## config.mk

```make
export PLATFORM = sky130hd
export DESIGN_NAME = bus_slot_scheduler
export DESIGN_NICKNAME = d
export VERILOG_FILES = /design/src/rtl/bus_slot_scheduler_pkg.sv /design/src/rtl/bus_slot_scheduler_phase_gen.sv /design/src/rtl/bus_slot_scheduler.sv
export SDC_FILE = /design/constraint.sdc
export NUM_CORES = 1
export LEC_CHECK = 0
export BUFFER_PORTS_ARGS = -buffer_cell sky130_fd_sc_hd__buf_2
export CORE_MARGIN = 1.5
export CORE_UTILIZATION = 43
export CTS_CLUSTER_DIAMETER = 80
export CTS_CLUSTER_SIZE = 20
export DETAILED_ROUTE_END_ITERATION = 10
export PLACE_DENSITY = 0.8
export SYNTH_ARGS = -nofsm -noshare
export SYNTH_HDL_FRONTEND = slang
export SYNTH_SLANG_ARGS = --single-unit
```

## constraint.sdc

```tcl
create_clock -name clk -period 2 [get_ports clk]
set_input_delay 0.4 -clock clk [delete_from_list [all_inputs] [get_ports clk]]
set_output_delay 0.4 -clock clk [all_outputs]
set_load 0.01 [all_outputs]
```

## src/rtl/bus_slot_scheduler_pkg.sv

```systemverilog
// Shared constants, types and helpers for the bus slot scheduler: period length,
// VIA strobe phases, DMA FSM states and the RAM address width.
package bus_slot_scheduler_pkg;

   localparam int PERIOD_DEFAULT = 50;
   localparam int RAM_AW         = 13;
   localparam int NUM_VIA        = 4;

   localparam logic [5:0] VIA_PHASES [NUM_VIA] = '{6'd9, 6'd17, 6'd25, 6'd33};

   typedef enum logic [1:0] {
      IDLE   = 2'd0,
      ACCESS = 2'd1,
      RESP   = 2'd2
   } dma_state_t;

   function automatic logic is_via_phase(input logic [5:0] p);
      logic hit;
      hit = 1'b0;
      for (int i = 0; i < NUM_VIA; i++) begin
         if (p == VIA_PHASES[i]) hit = 1'b1;
      end
      return hit;
   endfunction

endpackage

```

## src/rtl/bus_slot_scheduler_phase_gen.sv

```systemverilog
// Phase counter for one CPU bus cycle plus the registered CPU, memory and VIA
// strobes, each decoded from the next phase so it lines up with the phase output.
module bus_slot_scheduler_phase_gen
   import bus_slot_scheduler_pkg::*;
#(
   parameter int PERIOD = PERIOD_DEFAULT
) (
   input  logic       clk,
   input  logic       reset_n,
   output logic [5:0] phase,
   output logic       cpu_clken,
   output logic       cpu_clken1,
   output logic       via_clken
);

   logic [5:0] phase_nxt;

   always_comb begin
      phase_nxt = (phase == 6'(PERIOD - 1)) ? 6'd0 : phase + 6'd1;
   end

   // NOTE: sequential state uses non-blocking assignments so every register samples pre-edge values.
   always_ff @(posedge clk or negedge reset_n) begin
      if (!reset_n) begin
         phase      <= 6'd0;
         cpu_clken  <= 1'b0;
         cpu_clken1 <= 1'b0;
         via_clken  <= 1'b0;
      end else begin
         phase      <= phase_nxt;
         cpu_clken  <= (phase_nxt == 6'd0);
         cpu_clken1 <= (phase_nxt == 6'd1);
         via_clken  <= is_via_phase(phase_nxt);
      end
   end

endmodule

```

## src/rtl/bus_slot_scheduler.sv

```systemverilog
// Shares one synchronous RAM port between the CPU (fixed slot at phase 1) and a
// DMA requester that may start an access only inside the DMA_FIRST..DMA_LAST window.
module bus_slot_scheduler
   import bus_slot_scheduler_pkg::*;
#(
   parameter int PERIOD    = PERIOD_DEFAULT,
   parameter int DMA_FIRST = 4,
   parameter int DMA_LAST  = 44
) (
   input  logic              clk,
   input  logic              reset_n,
   output logic              cpu_clken,
   output logic              cpu_clken1,
   output logic              via_clken,
   output logic [5:0]        phase,
   input  logic              cpu_ram_sel,
   input  logic              cpu_we,
   input  logic [RAM_AW-1:0] cpu_addr,
   input  logic [7:0]        cpu_wdata,
   output logic [7:0]        cpu_rdata,
   input  logic              dma_req,
   input  logic              dma_we,
   input  logic [RAM_AW-1:0] dma_addr,
   input  logic [7:0]        dma_wdata,
   output logic              dma_ack,
   output logic [7:0]        dma_rdata,
   output logic              ram_en,
   output logic              ram_we,
   output logic [RAM_AW-1:0] ram_addr,
   output logic [7:0]        ram_wdata,
   input  logic [7:0]        ram_rdata
);

   dma_state_t state;
   logic       start_win;
   logic [7:0] dma_rdata_q;
   logic       cpu_rd_pend;

   bus_slot_scheduler_phase_gen #(.PERIOD(PERIOD)) u_phase_gen (
      .clk        (clk),
      .reset_n    (reset_n),
      .phase      (phase),
      .cpu_clken  (cpu_clken),
      .cpu_clken1 (cpu_clken1),
      .via_clken  (via_clken)
   );

   // The window is tested one phase early: the ACCESS cycle itself must land in DMA_FIRST..DMA_LAST.
   assign start_win = (phase >= 6'(DMA_FIRST - 1)) && (phase <= 6'(DMA_LAST - 1));

   always_ff @(posedge clk or negedge reset_n) begin
      if (!reset_n) begin
         state       <= IDLE;
         dma_ack     <= 1'b0;
         dma_rdata_q <= 8'd0;
      end else begin
         dma_ack <= 1'b0;
         case (state)
            IDLE:    if (dma_req && start_win) state <= ACCESS;
            ACCESS: begin
               state   <= RESP;
               dma_ack <= 1'b1;
            end
            RESP: begin
               state <= IDLE;
               if (!dma_we) dma_rdata_q <= ram_rdata;
            end
            default: state <= IDLE;
         endcase
      end
   end

   // RAM data arrives during RESP, so it is passed straight through while dma_ack is high.
   assign dma_rdata = (dma_ack && !dma_we) ? ram_rdata : dma_rdata_q;

   always_ff @(posedge clk or negedge reset_n) begin
      if (!reset_n) begin
         cpu_rd_pend <= 1'b0;
         cpu_rdata   <= 8'd0;
      end else begin
         if (phase == 6'd1) cpu_rd_pend <= cpu_ram_sel && !cpu_we;
         if (phase == 6'd2 && cpu_rd_pend) cpu_rdata <= ram_rdata;
      end
   end

   always_comb begin
      // NOTE: defaults first so every path assigns every output and no latch is inferred.
      ram_en    = 1'b0;
      ram_we    = 1'b0;
      ram_addr  = '0;
      ram_wdata = 8'd0;
      if (phase == 6'd1) begin
         ram_en    = cpu_ram_sel;
         ram_we    = cpu_we & cpu_ram_sel;
         ram_addr  = cpu_addr;
         ram_wdata = cpu_wdata;
      end else if (state == ACCESS) begin
         ram_en    = 1'b1;
         ram_we    = dma_we;
         ram_addr  = dma_addr;
         ram_wdata = dma_wdata;
      end
   end

endmodule
```

; Word level (Yosys, flattened, before mapping)
; Cells that the tools add are included.
[classes]
add_sub_neg = 1
n_lt_le_gt_ge = 2
n_eq_ne = 11
muxes = 16
n_bitwise = 2
n_reduce_logical = 10
[ops]
columns = op, count
row1 = 13-bit 2-to-1 mux, 2
row2 = 8-bit 2-to-1 mux, 3
row3 = "6-bit by 1-bit == test with 1-bit output, second input constant", 2
row4 = "6-bit by 5-bit == test with 1-bit output, second input constant", 2
row5 = "6-bit == test, second input constant", 2
row6 = 1-bit 2-to-1 mux, 8
row7 = "6-bit by 1-bit adder with 6-bit output, second input constant", 1
row8 = "6-bit by 2-bit == test with 1-bit output, second input constant", 1
row9 = "6-bit by 4-bit == test with 1-bit output, second input constant", 1
row10 = "6-bit by 2-bit >= comparator with 1-bit output, second input constant", 1
row11 = "6-bit less-or-equal comparator, second input constant", 1
row12 = 6-bit zero test, 1
row13 = 6-bit 2-to-1 mux, 1
row14 = 1-bit logical AND, 5
row15 = 2-bit case mux with 2 select lines, 1
row16 = "2-bit by 1-bit == test with 1-bit output, second input constant", 1
row17 = "2-bit == test, second input constant", 1
row18 = 1-bit zero test, 2
row19 = 2-bit zero test, 1
row20 = 2-bit 2-to-1 mux, 1
row21 = "2-bit inequality test, second input constant", 1
row22 = 2-bit AND reduction, 1
row23 = 1-bit AND, 1
row24 = 1-bit inverter, 1
[totals]
regBits = 29
output_inout_bits = 49
wordCells = 51

; Logic depth before layout (Yosys ltp)
[logic_depth]
depth_word = 7
depth_mapped = 7
ltp_nobuf = 6

; Modules after synthesis
; From an unflattened synthesis, not the netlist that was laid out.
[hier_totals]
hier_cells = 170
area_unflattened_um2 = 1794.2
[modules_own_cells]
columns = module, n_inst, cells_each, area_each_um2
row1 = bus_slot_scheduler, 1, 132, 1332.5
row2 = bus_slot_scheduler_phase_gen, 1, 38, 461.7

; Least setup slack after synthesis
; Ideal clock, no wire load.
[synth_path]
path_kind = reg2out
startpoint = register u_phase_gen.phase[0]
endpoint = output ram_addr[0]
arrival_ns = 1.519
setup_slack_ns = 0.081
stages_incl_launch_ff = 7
path_buffers = 2
cell_sequence = dfrtp_1 ha_1 nand3_1 buf_2 buf_1 nand3_1 o21ai_0
[synth_via]
elab_chain_len = 2
[synth_rtl]
columns = item, line_no
row1 = from (decl), bus_slot_scheduler_phase_gen.sv:10  ; output logic [5:0] phase,
row2 = from (signal assigned), bus_slot_scheduler_phase_gen.sv:30  ; phase <= phase_nxt;
row3 = 6-bit by 1-bit == test with 1-bit output, bus_slot_scheduler.sv:92  ; if (phase == 6'd1) begin
row4 = 13-bit 2-to-1 mux, bus_slot_scheduler.sv:92
row5 = to (decl), bus_slot_scheduler.sv:29  ; output logic [RAM_AW-1:0] ram_addr,
; No other way between the ends.

; Worst setup path after layout
[layout_path]
startpoint = register u_phase_gen.phase[1]
endpoint = output ram_addr[5]
; Same word-level chain as after synthesis.

==> flow_metrics.py <==
metrics = {
    "logic_synthesis": {
        "yosysSeqAreaShare_pct": 41.7,
        "synth-seq-cells": 29,
        "synth_edf_count": 0,
        "ys_types": 33,
        "syn_area_sq_mm": 0.00174,
        "async_reset_ff_share_pct": 100,
        "synth_warnings": 0,
        "syn_avg_cell_area_sq_um": 9.22,
        "synth_ff_type": "dfrtp_1",
        "synth_fp_nets": 249,
        "synth_cells": 189,
    },
    "cts": {
        "htree_levels": 2,
        "clk_pin_slew_worst_paths_ns": 0.06,
        "cts_tree": "done",
        "clock_latency_ns": 0.28,
        "holdBufCountCts": 0,
        "ctsRootBufferMaster": "clkbuf_8",
        "clock_path_buffers": 2,
        "numCtsBuffers": 5,
        "cts_sinks": 29,
    },
    "floorplanning": {
        "core_sq_mm": 0.00377,
        "pin_count": 105,
        "start_util_pct": 46.2,
        "die_w_um": 66.6,
        "rows": 22,
        "dieArea_sq_mm": 0.00444,
        "fp.dieH_um": 66.6,
    },
    "power": {
        "power.internal_mw": 1.26,
        "p_leak_nw": 1.38,
        "p_switching_mw": 0.391,
        "p_comb_share_pct": 19.8,
        "clock_power_share_pct": 37.8,
        "p_seq_share_pct": 42.4,
        "ir_drop_mv": 0.382,
        "netSwitchingFraction_pct": 23.6,
        "power_mw": 1.65,
        "p_per_area_mw_per_mm2": 652,
    },
    "placed_design": {
        "preCtsSetupSlack_ns": 0.152,
        "finalWeightedCongestion": 0.852,
        "dp_hpwl_um": 3410,
        "portBuffers": 104,
    },
    "route": {
        "drt_wl_total_um": 4570,
        "avgRoutedWirePerCell_um": 13.2,
        "drc": 0,
        "postRouteAntennaNets": 0,
        "vias_per_cell": 5.03,
        "drtIter0Drc": 88,
        "first_pass_iters": 4,
        "vias": 1744,
    },
    "setup_path": {
        "worstPathCellList": "inv_2 -> ha_4 -> nand3_4 -> clkbuf_16 -> o21ai_0 -> buf_2",
        "rr_worst_depth": 6,
        "worstReg2RegEnd": "u_phase_gen.via_clken",
        "r2r_slack_ns": 0.16,
        "startpoint": "u_phase_gen.phase[1]",
        "critical_path_class": "reg -> out",
        "crit_end": "ram_addr[5]",
        "cp_top_family": "buffers and inverters",
        "arrival_ns": 1.55,
        "cpPeakStageDelay_ns": 0.41,
        "endpoint_kind": "primary output",
        "start_kind": "flip-flop",
        "worst_path_max_delay_cell": "dfrtp_1",
        "cp_max_fo": 18,
        "timing.rr.start": "u_phase_gen.phase[1]",
        "cp.depth": 6,
        "worstPathRequired_ns": 1.60,
        "cp_num_buf_inv": 3,
    },
    "timing": {
        "hold_viol": 0,
        "worst_slew_pin_slew_ns": 0.624,
        "setup_viol": 0,
        "fmax_mhz": 513,
        "period_minus_slack_ns": 1.95,
        "relSlewSlack_pct": 58.4,
        "holdWs_ns": 0.133,
        "grt_setup_unrepaired": "no",
        "fin_worst_skew_ns": 0.00279,
        "worst_slack_ns": 0.0511,
        "slew_viol_final": 0,
        "period_share_pct": 97.4,
        "setup_tns_ns": 0,
    },
    "global_routing": {
        "grt_overflow": 0,
        "first_global_vias": 1536,
        "grt_use_total_pct": 20.2,
        "grt_max_degree": 37,
        "grt_antenna_before_repair": 0,
        "grt_pass1_wl_um": 6800,
    },
    "worst_hold_path": {
        "hp-class": "in -> async",
    },
    "cells_and_area": {
        "syn2layout_area_growth_pct": 45.8,
        "final_nets": 358,
        "drive_gt1_share_pct": 53.5,
        "fill_cells": 323,
        "diodes": 0,
        "post-route-util_pct": 67.3,
    },
    "job": {
        "drv_cap": 0,
    },
    "outcome": {
        "status": "finished clean",
    },
}
Yosys cell counts (2+ instances only):
cell      instances  area (sq um)
a21oi_1           2          10.0
and4_1            2          17.5
buf_2             4          20.0
clkbuf_1          8          30.0
dfrtp_1          29           726
ha_1              4          50.1
inv_1            24          90.1
mux2_2           25           282
nand2_1           6          22.5
nand2b_1          3          18.8
nand3_1          25           125
nand3b_1          2          15.0
nor2_1           10          37.5
nor2b_1           3          18.8
o21ai_0          24           120
what timing repair did:
action                                  CTS  global route
pin swaps                                 0             0
gates cloned                              0             1
endpoints found under the setup margin   22            23
gates resized for setup                   2            11
setup buffers                             0             0
state kept, by name, summed over array words and instances, names as in the netlist:
name	count
u_phase_gen.cpu_clken	1
cpu_rdata	8
dma_rdata_q	8
state	2
dma_ack	1
u_phase_gen.phase	6
u_phase_gen.via_clken	1
u_phase_gen.cpu_clken1	1
cpu_rd_pend	1
through the flow:
stage          std cells  area (sq um)
2_1_floorplan        189          1740
3_3_place_gp         338          2360
3_5_place_dp         338          2360
4_1_cts              346          2480
5_1_grt              347          2540
6_report             347          2540
power by group through the flow:
| stage | Combinational [mW] | Sequential, mW | Clock (mW) |
|---|---|---|---|
| 2_1_floorplan | 0.181 | 0.701 | 0 |
| 3_3_place_gp | 0.326 | 0.703 | 0 |
| 3_5_place_dp | 0.329 | 0.711 | 0 |
| 4_1_cts | 0.332 | 0.700 | 0.633 |
| 5_1_grt | 0.364 | 0.712 | 0.659 |
| 6_report | 0.328 | 0.701 | 0.625 |
worst min-delay path by stage:
stage	from	to	cells after the start
2_1_floorplan	reset_n	cpu_rd_pend	0
3_3_place_gp	reset_n	cpu_rdata[7]	1
3_5_place_dp	reset_n	cpu_rdata[7]	1
4_1_cts	reset_n	cpu_rdata[7]	1
5_1_grt	reset_n	dma_rdata_q[7]	1
6_report	reset_n	cpu_rdata[6]	1
routing by layer:
layer  GRT usage, %  routed length [um]  vias up
li1               -                   -      862
met1           23.8                1850      817
met2           35.8                2410       59
met3           6.08                 274        6
met4           4.59                  35        0
met5              0                   0        -
final cells by class:
| class | instances | area (sq um) | share of cell area, % |
|---|---|---|---|
| Clock buffer | 7 | 86.3 | 3.40 |
| Clock inverter | 1 | 30.0 | 1.18 |
| Inverter | 24 | 90.1 | 3.55 |
| Multi-Input combinational cell | 122 | 906 | 35.7 |
| Sequential cell | 29 | 726 | 28.6 |
| Tap cell | 48 | 60.1 | 2.37 |
| Timing Repair Buffer | 116 | 641 | 25.2 |
cell families (layout without fill, tap and decap cells):
| logic type | Yosys count | count (layout) | synth area share, % |
|---|---|---|---|
| flops | 29 | 29 | 41.7 |
| mux | 25 | 25 | 16.2 |
| buf+inv | 38 | 148 | 8.69 |
| compound gates | 33 | 33 | 11.4 |
| simple gates | 58 | 58 | 18.2 |
| fa+ha+maj | 4 | 4 | 2.87 |
| xor+xnor | 2 | 2 | 1.01 |
worst register-to-register path, delay by kind of cell, from the launching register on:
kind | cells | cell delay (ns)
AND/OR/NAND/NOR | 1 | 0.19
adder cells (fa/ha/maj) | 1 | 0.22
flip-flops | 1 | 0.41
AO/OA/AOI/OAI | 3 | 0.74
buffers and inverters | 1 | 0.17
placed cells by master (no fill, tap or decap), types with 2 or more instances in the layout:
master and count:
buf_4 10, mux2_2 25, nand3b_1 2, o21ai_0 20
dfrtp_1 29, nand3_1 24, nor2b_1 3, buf_2 104
nand2_1 6, a21oi_1 2, clkbuf_8 6, and4_1 2
nand2b_1 3, o21ai_1 4, inv_1 23, nor2_1 8
ha_1 3
Note: power is estimated with default switching activity, not from simulation.
